### config.mk
export PLATFORM = sky130hd
export DESIGN_NAME = instr_encoder_loader
export DESIGN_NICKNAME = d
export VERILOG_FILES = /design/src/rtl/riscv_pkg.sv /design/src/rtl/rv32_field_encoder.sv /design/src/rtl/instr_encoder_loader.sv
export SDC_FILE = /design/constraint.sdc
export NUM_CORES = 1
export LEC_CHECK = 0
export CORE_ASPECT_RATIO = 1.1
export CORE_MARGIN = 2
export CORE_UTILIZATION = 39
export DETAILED_ROUTE_END_ITERATION = 10
export HOLD_SLACK_MARGIN = 0.03
export PLACE_DENSITY = 0.82
export RECOVER_POWER = 50
export SLEW_MARGIN = 20
export SYNTH_ARGS = -nofsm -noshare
export SYNTH_HDL_FRONTEND = slang
export SYNTH_SLANG_ARGS = --single-unit
### constraint.sdc
create_clock -name clk -period 1.8 [get_ports clk]
set_input_delay 0.27 -clock clk [delete_from_list [all_inputs] [get_ports clk]]
set_output_delay 0.27 -clock clk [all_outputs]
set_load 0.1 [all_outputs]
### src/rtl/riscv_pkg.sv
// Shared RV32I definitions: major opcodes, loader field-bundle classes and
// the loader FSM state encoding.
package riscv_pkg;

    localparam logic [6:0] OP_LOAD   = 7'b0000011;
    localparam logic [6:0] OP_STORE  = 7'b0100011;
    localparam logic [6:0] OP_RTYPE  = 7'b0110011;
    localparam logic [6:0] OP_ITYPE  = 7'b0010011;
    localparam logic [6:0] OP_BRANCH = 7'b1100011;

    // Encodings 5-7 are not used and mark a bundle as illegal.
    typedef enum logic [2:0] {
        CLS_LW     = 3'd0,
        CLS_SW     = 3'd1,
        CLS_R      = 3'd2,
        CLS_I      = 3'd3,
        CLS_BRANCH = 3'd4
    } instr_class_t;

    typedef enum logic [1:0] {
        ST_IDLE = 2'd0,
        ST_LOAD = 2'd1,
        ST_DONE = 2'd2
    } ldr_state_t;

endpackage

### src/rtl/rv32_field_encoder.sv
// Combinational RV32I encoder: builds a machine word from a decoded field
// bundle and flags bundles that cannot be encoded.
module rv32_field_encoder
    import riscv_pkg::*;
(
    input  logic [2:0]  i_class,
    input  logic [4:0]  i_rd,
    input  logic [4:0]  i_rs1,
    input  logic [4:0]  i_rs2,
    input  logic [2:0]  i_funct3,
    input  logic        i_funct7_5,
    input  logic [12:0] i_imm,
    output logic [31:0] o_word,
    output logic        o_illegal
);

    // 12-bit immediates must be a sign extension of bit 11 into bit 12.
    logic w_imm12_ovf;
    assign w_imm12_ovf = i_imm[12] ^ i_imm[11];

    // Field packing per class; LW/SW always use funct3 = word (3'b010).
    always_comb begin
        o_word    = 32'h0;
        o_illegal = 1'b0;
        case (i_class)
            CLS_LW: begin
                o_word    = {i_imm[11:0], i_rs1, 3'b010, i_rd, OP_LOAD};
                o_illegal = w_imm12_ovf;
            end
            CLS_SW: begin
                o_word    = {i_imm[11:5], i_rs2, i_rs1, 3'b010, i_imm[4:0], OP_STORE};
                o_illegal = w_imm12_ovf;
            end
            CLS_R: begin
                o_word = {1'b0, i_funct7_5, 5'b0, i_rs2, i_rs1, i_funct3, i_rd, OP_RTYPE};
            end
            CLS_I: begin
                o_word    = {i_imm[11:0], i_rs1, i_funct3, i_rd, OP_ITYPE};
                o_illegal = w_imm12_ovf;
            end
            CLS_BRANCH: begin
                o_word    = {i_imm[12], i_imm[10:5], i_rs2, i_rs1, i_funct3,
                             i_imm[4:1], i_imm[11], OP_BRANCH};
                // Branch offsets are halfword aligned.
                o_illegal = i_imm[0];
            end
            default: o_illegal = 1'b1;
        endcase
    end

endmodule

### src/rtl/instr_encoder_loader.sv
// Streaming instruction encoder / imem preloader. Accepts field bundles in
// LOAD, writes each encoded word to the next sequential imem address one
// cycle later, and stops accepting once the memory is full.
module instr_encoder_loader
    import riscv_pkg::*;
#(
    parameter int ADDR_WIDTH = 6
) (
    input  logic                  clk,
    input  logic                  rst,
    input  logic                  start,
    input  logic                  finish,
    input  logic                  in_valid,
    output logic                  in_ready,
    input  logic [2:0]            in_class,
    input  logic [4:0]            in_rd,
    input  logic [4:0]            in_rs1,
    input  logic [4:0]            in_rs2,
    input  logic [2:0]            in_funct3,
    input  logic                  in_funct7_5,
    input  logic [12:0]           in_imm,
    output logic                  imem_we,
    output logic [ADDR_WIDTH-1:0] imem_addr,
    output logic [31:0]           imem_wdata,
    output logic [ADDR_WIDTH:0]   word_count,
    output logic                  busy,
    output logic                  done,
    output logic                  full,
    output logic                  err_illegal
);

    localparam int unsigned CAP = 2**ADDR_WIDTH;
    localparam logic [ADDR_WIDTH:0] CAP_W = CAP[ADDR_WIDTH:0];
    localparam logic [ADDR_WIDTH:0] ONE_W = {{ADDR_WIDTH{1'b0}}, 1'b1};

    ldr_state_t             r_state, w_state_nxt;
    logic [ADDR_WIDTH:0]    r_count;
    logic                   r_we;
    logic [ADDR_WIDTH-1:0]  r_addr;
    logic [31:0]            r_wdata;
    logic                   r_err;

    logic [31:0]            w_word;
    logic                   w_illegal;
    logic                   w_full;
    logic                   w_ready;
    logic                   w_xfer;
    logic                   w_write;

    rv32_field_encoder u_enc (
        .i_class    (in_class),
        .i_rd       (in_rd),
        .i_rs1      (in_rs1),
        .i_rs2      (in_rs2),
        .i_funct3   (in_funct3),
        .i_funct7_5 (in_funct7_5),
        .i_imm      (in_imm),
        .o_word     (w_word),
        .o_illegal  (w_illegal)
    );

    // start outranks any transfer, so it also masks ready.
    assign w_full  = (r_count == CAP_W);
    assign w_ready = (r_state == ST_LOAD) && !w_full && !finish && !start;
    assign w_xfer  = in_valid && w_ready;
    assign w_write = w_xfer && !w_illegal;

    // FSM state register.
    always_ff @(posedge clk) begin
        if (rst) r_state <= ST_IDLE;
        else     r_state <= w_state_nxt;
    end

    // Next state: start restarts a session from anywhere, finish ends LOAD.
    always_comb begin
        w_state_nxt = r_state;
        if (start)
            w_state_nxt = ST_LOAD;
        else if (finish && r_state == ST_LOAD)
            w_state_nxt = ST_DONE;
    end

    // Word counter, sticky error flag and the one-cycle write register.
    always_ff @(posedge clk) begin
        if (rst) begin
            r_count <= '0;
            r_we    <= 1'b0;
            r_addr  <= '0;
            r_wdata <= 32'h0;
            r_err   <= 1'b0;
        end else begin
            r_we <= w_write;
            if (w_write) begin
                r_addr  <= r_count[ADDR_WIDTH-1:0];
                r_wdata <= w_word;
            end
            if (start)
                r_count <= '0;
            else if (w_write)
                r_count <= r_count + ONE_W;
            if (start)
                r_err <= 1'b0;
            else if (w_xfer && w_illegal)
                r_err <= 1'b1;
        end
    end

    assign in_ready    = w_ready;
    assign imem_we     = r_we;
    assign imem_addr   = r_addr;
    assign imem_wdata  = r_wdata;
    assign word_count  = r_count;
    assign busy        = (r_state == ST_LOAD);
    assign done        = (r_state == ST_DONE);
    assign full        = w_full;
    assign err_illegal = r_err;

endmodule

==> out/summary.txt <==
STATUS
--------------------------------------------------------------------------------------------------------
Outcome ................................................................................... complete, but fails checks
Violations in the final reports ........................................................... negative setup slack

DRT
--------------------------------------------------------------------------------------------------------
Via total after detailed routing ..........................................................        2,472
Initial detailed-routing violation count ..................................................          182
Detailed-route vias per instance ..........................................................         5.48
First-pass DRT Iterations .................................................................            5
Wire per inst .............................................................................      15.8 µm
Total detailed-routing wirelength .........................................................      7.13 mm
Drt drc ...................................................................................            0
Final ANT Viol Nets .......................................................................            0

POWER AND IR DROP
--------------------------------------------------------------------------------------------------------
Power density of the placed cells .........................................................   645 mW/mm²
Static power due to leakage ...............................................................      1.40 nW
Design Power ..............................................................................      2.32 mW
Worst ir drop on vdd ......................................................................   0.000436 V

FLOORPLANNING
--------------------------------------------------------------------------------------------------------
Die extent in x ...........................................................................      76.4 µm
Initial standard-cell utilization of the core .............................................        39.7%
Die Outline Area ..........................................................................  0.00639 mm²
Ports placed on the boundary ..............................................................           91
Die extent in y ...........................................................................      83.6 µm
CORE AREA .................................................................................  0.00566 mm²
Std-Cell Rows .............................................................................           29

SYNTHESIS
--------------------------------------------------------------------------------------------------------
Most instantiated library cell after synthesis ............................................ sky130_fd_sc_hd__a21oi_1
Number of warning messages in the yosys log ...............................................            0
Cell area after synthesis .................................................................  0.00225 mm²
Sequential share of the synthesized area ..................................................        41.0%
Number of synthesized flops with an enable pin ............................................            0
Most frequently used flop master after synthesis .......................................... sky130_fd_sc_hd__dfxtp_1
Fraction of registers with async set/reset ................................................           0%
Most common library cells after synthesis ................................................. sky130_fd_sc_hd__a21oi_1 (47), sky130_fd_sc_hd__dfxtp_1 (46), sky130_fd_sc_hd__o21ai_0 (25), sky130_fd_sc_hd__nand3_1 (15)
Gate count after technology mapping .......................................................          257
Average cell area after synthesis .........................................................     8.75 µm²
Count of distinct cell types in the synthesized netlist ...................................           45
Proportion of netlist area held by the largest area contributor ...........................        41.0%
Flop and latch count out of synthesis .....................................................           46
Cell taking the most area after synthesis ................................................. sky130_fd_sc_hd__dfxtp_1
Area contributors post-synth .............................................................. sky130_fd_sc_hd__dfxtp_1 (41%), sky130_fd_sc_hd__a21oi_1 (10%), sky130_fd_sc_hd__a211oi_2 (5.6%)

CTS
--------------------------------------------------------------------------------------------------------
CTS Root Buffer Type ...................................................................... sky130_fd_sc_hd__clkbuf_8
Clk Latency, worst-skew pair ..............................................................       310 ps
Clk sink count ............................................................................           46
Number of buffers inserted during clock tree synthesis ....................................            5
Clock tree from TritonCTS .................................................................          yes
Largest buffer count on any clock path ....................................................            2
Post-CTS clock slew at the launch and capture registers of the worst setup and hold paths .        90 ps
Number of H-tree levels ...................................................................            2

STA
--------------------------------------------------------------------------------------------------------
Tcrit/Tclk final ..........................................................................         110%
Tightest slew margin relative to the limit ................................................        59.4%
Number of endpoints failing setup at the final stage ......................................           27
Final Max Tran Viols ......................................................................            0
Final hold viol count .....................................................................            0
Setup slack after layout ..................................................................      -181 ps
Worst-Margin Slew .........................................................................       610 ps
Time the final worst path needs with I/O delays and setup .................................      1980 ps
RSZ-0062 raised after global routing ......................................................          yes
Clock tree skew after final layout ........................................................      8.68 ps
Achievable clock frequency ................................................................      505 MHz

SETUP PATH
--------------------------------------------------------------------------------------------------------
Required time reported for the critical path endpoint .....................................      1530 ps
WP data arrival ...........................................................................      1710 ps
Worst path top cell family by delay ....................................................... simple AND/OR/NAND/NOR gates
CP max-delay cell ......................................................................... sky130_fd_sc_hd__or4b_4
Slowest Stage Delay on Critical Path ......................................................       560 ps
Cell breakdown of the critical path ....................................................... or4b_4, buf_6, nor2_4, nor2b_4, buf_12
Count of buffering cells on the critical path with inverters included .....................            2
Type of the worst setup path ..............................................................   reg -> out
Sort of element at the start of the critical path .........................................         flop
Max FO, Critical Path .....................................................................            2
CP Capture Type ...........................................................................  output port

CELLS AND AREA
--------------------------------------------------------------------------------------------------------
Antenna cell count ........................................................................            0
Layout overhead on the synthesized area ...................................................        60.3%
Layout cell share with drive strength beyond 1 ............................................        38.8%
Fillers ...................................................................................          470
Final core area utilization ...............................................................        63.7%
Final net count ...........................................................................          415

PLACED DESIGN
--------------------------------------------------------------------------------------------------------
DP HPWL ...................................................................................      5.08 mm
Final RePlAce weighted congestion .........................................................        0.847
Port Buffer Count .........................................................................           88

WORST HOLD PATH
--------------------------------------------------------------------------------------------------------
Worst hold path class .....................................................................    in -> reg

GLOBAL ROUTING
--------------------------------------------------------------------------------------------------------
Initial antenna violation count ...........................................................            0
First-pass GRT wire length ................................................................      11.5 mm
Largest net degree at the start of global routing .........................................           21
GRT Util Overall ..........................................................................        22.1%
GRT overflow ..............................................................................            0
Number of global-route vias before repair .................................................        2,377

FLOW RUN
--------------------------------------------------------------------------------------------------------
Max-cap violations ........................................................................            0

per-stage QoR:
step / std cells / setup slack, ps / instance area [µm²] / hold slack (ps) / TNS [ps]
after floorplan: 258 / -362 / 2320 / 387 / -2330
after global placement: 437 / -394 / 3410 / 464 / -12910
after detailed placement: 437 / -459 / 3410 / 466 / -14850
after CTS: 448 / -171 / 3580 / 323 / -2510
after global routing: 451 / -213 / 3600 / 348 / -3670
final: 451 / -181 / 3600 / 327 / -1910
worst register-to-register path, cell delays in order, from the launching register on:
cell,delay (ps)
sky130_fd_sc_hd__dfxtp_4,350
sky130_fd_sc_hd__or4b_4,560
sky130_fd_sc_hd__buf_6,140
sky130_fd_sc_hd__o211a_1,290
sky130_fd_sc_hd__buf_4,210
sky130_fd_sc_hd__a21oi_2,200
sky130_fd_sc_hd__a211oi_2,80
path summary, 6_finish.rpt:
check                                  start                          end  slack (ps)  cells after the start
setup / recovery  word_count[3]$_SDFFE_PP0P_                     in_ready        -180                      5
hold / removal                           rst   imem_wdata[1]$_SDFFE_PP0P_         330                      2
hold reg to reg    imem_addr[3]$_SDFFE_PP0P_    imem_addr[3]$_SDFFE_PP0P_         480                      2
setup reg to reg  word_count[3]$_SDFFE_PP0P_  imem_wdata[24]$_SDFFE_PP0P_        -160                      6
logic make-up after synthesis:
group	share of synthesized area, %
other	0.167
AND/OR/NAND/NOR	15.2
buffers and inverters	6.96
AO/OA/AOI/OAI	31.5
XOR/XNOR	1.56
adder cells (fa/ha/maj)	1.11
flip-flops	41.0
multiplexers	2.50
state kept, by name (all words and copies together), names as in the netlist:
name         count
imem_addr        6
imem_we          1
imem_wdata      29
err_illegal      1
word_count       7
r_state          2
cell usage in the layout (no fill, tap or decap), types with 2 or more instances in the layout:
master                             n
sky130_fd_sc_hd__xor2_1            2
sky130_fd_sc_hd__nand2_1           3
sky130_fd_sc_hd__a211oi_2         10
sky130_fd_sc_hd__dfxtp_4           6
sky130_fd_sc_hd__o21ai_1           4
sky130_fd_sc_hd__nand3_1          14
sky130_fd_sc_hd__inv_1             2
sky130_fd_sc_hd__nor3b_1           2
sky130_fd_sc_hd__a21oi_2           6
sky130_fd_sc_hd__o31ai_1           4
sky130_fd_sc_hd__dfxtp_1          38
sky130_fd_sc_hd__or4b_4            2
sky130_fd_sc_hd__buf_4            56
sky130_fd_sc_hd__buf_12            7
sky130_fd_sc_hd__nand2b_1          2
sky130_fd_sc_hd__clkdlybuf4s50_1  32
sky130_fd_sc_hd__dlymetal6s2s_1    2
sky130_fd_sc_hd__clkbuf_2         24
sky130_fd_sc_hd__or4_1             4
sky130_fd_sc_hd__conb_1            2
sky130_fd_sc_hd__nor2_1            8
sky130_fd_sc_hd__ha_1              2
sky130_fd_sc_hd__xnor2_1           2
sky130_fd_sc_hd__o21ai_0          21
sky130_fd_sc_hd__nand4_1          10
sky130_fd_sc_hd__a211oi_1          3
sky130_fd_sc_hd__clkbuf_8          6
sky130_fd_sc_hd__buf_6             5
sky130_fd_sc_hd__dlygate4sd2_1     4
sky130_fd_sc_hd__dfxtp_2           2
sky130_fd_sc_hd__nor2_4            2
sky130_fd_sc_hd__nor2b_2           2
sky130_fd_sc_hd__clkbuf_1          2
sky130_fd_sc_hd__a21oi_1          41
sky130_fd_sc_hd__nor3_1            2
sky130_fd_sc_hd__a22oi_1          11
sky130_fd_sc_hd__mux2_2            5
area by class of cell:
class / count / area [µm²] / area share, %
Clock buffer: 7 / 86.3 / 2.40
Clock inverter: 1 / 30.0 / 0.833
Inverter: 4 / 15.0 / 0.417
Multi-Input combinational cell: 182 / 1260 / 35.1
Sequential cell: 46 / 946 / 26.2
Tap cell: 77 / 96.3 / 2.67
Timing Repair Buffer: 134 / 1170 / 32.4
layer usage:
layer | routed length [µm] | part of all wire (%) | GRT usage (%)
met1 | 2800 | 39 | 25.8
met2 | 3740 | 52 | 39.6
met3 | 451 | 6.3 | 5.30
met4 | 147 | 2.1 | 7.11
met5 | 0 | 0 | 0
what timing repair did:
action,in CTS,in global routing
endpoints found under the hold margin,0,0
setup buffers,3,2
resized for setup,10,19
gates cloned,0,1
setup endpoints to repair,45,46
hold buffers,0,0
pin swaps,3,5
power breakdown:
part	internal (mW)	switching, mW	leakage, nW
clock network	0.453	0.352	0.0585
logic	0.212	0.284	0.965
registers	1.02	0.00646	0.377
Power figures use the tool's default switching activity.
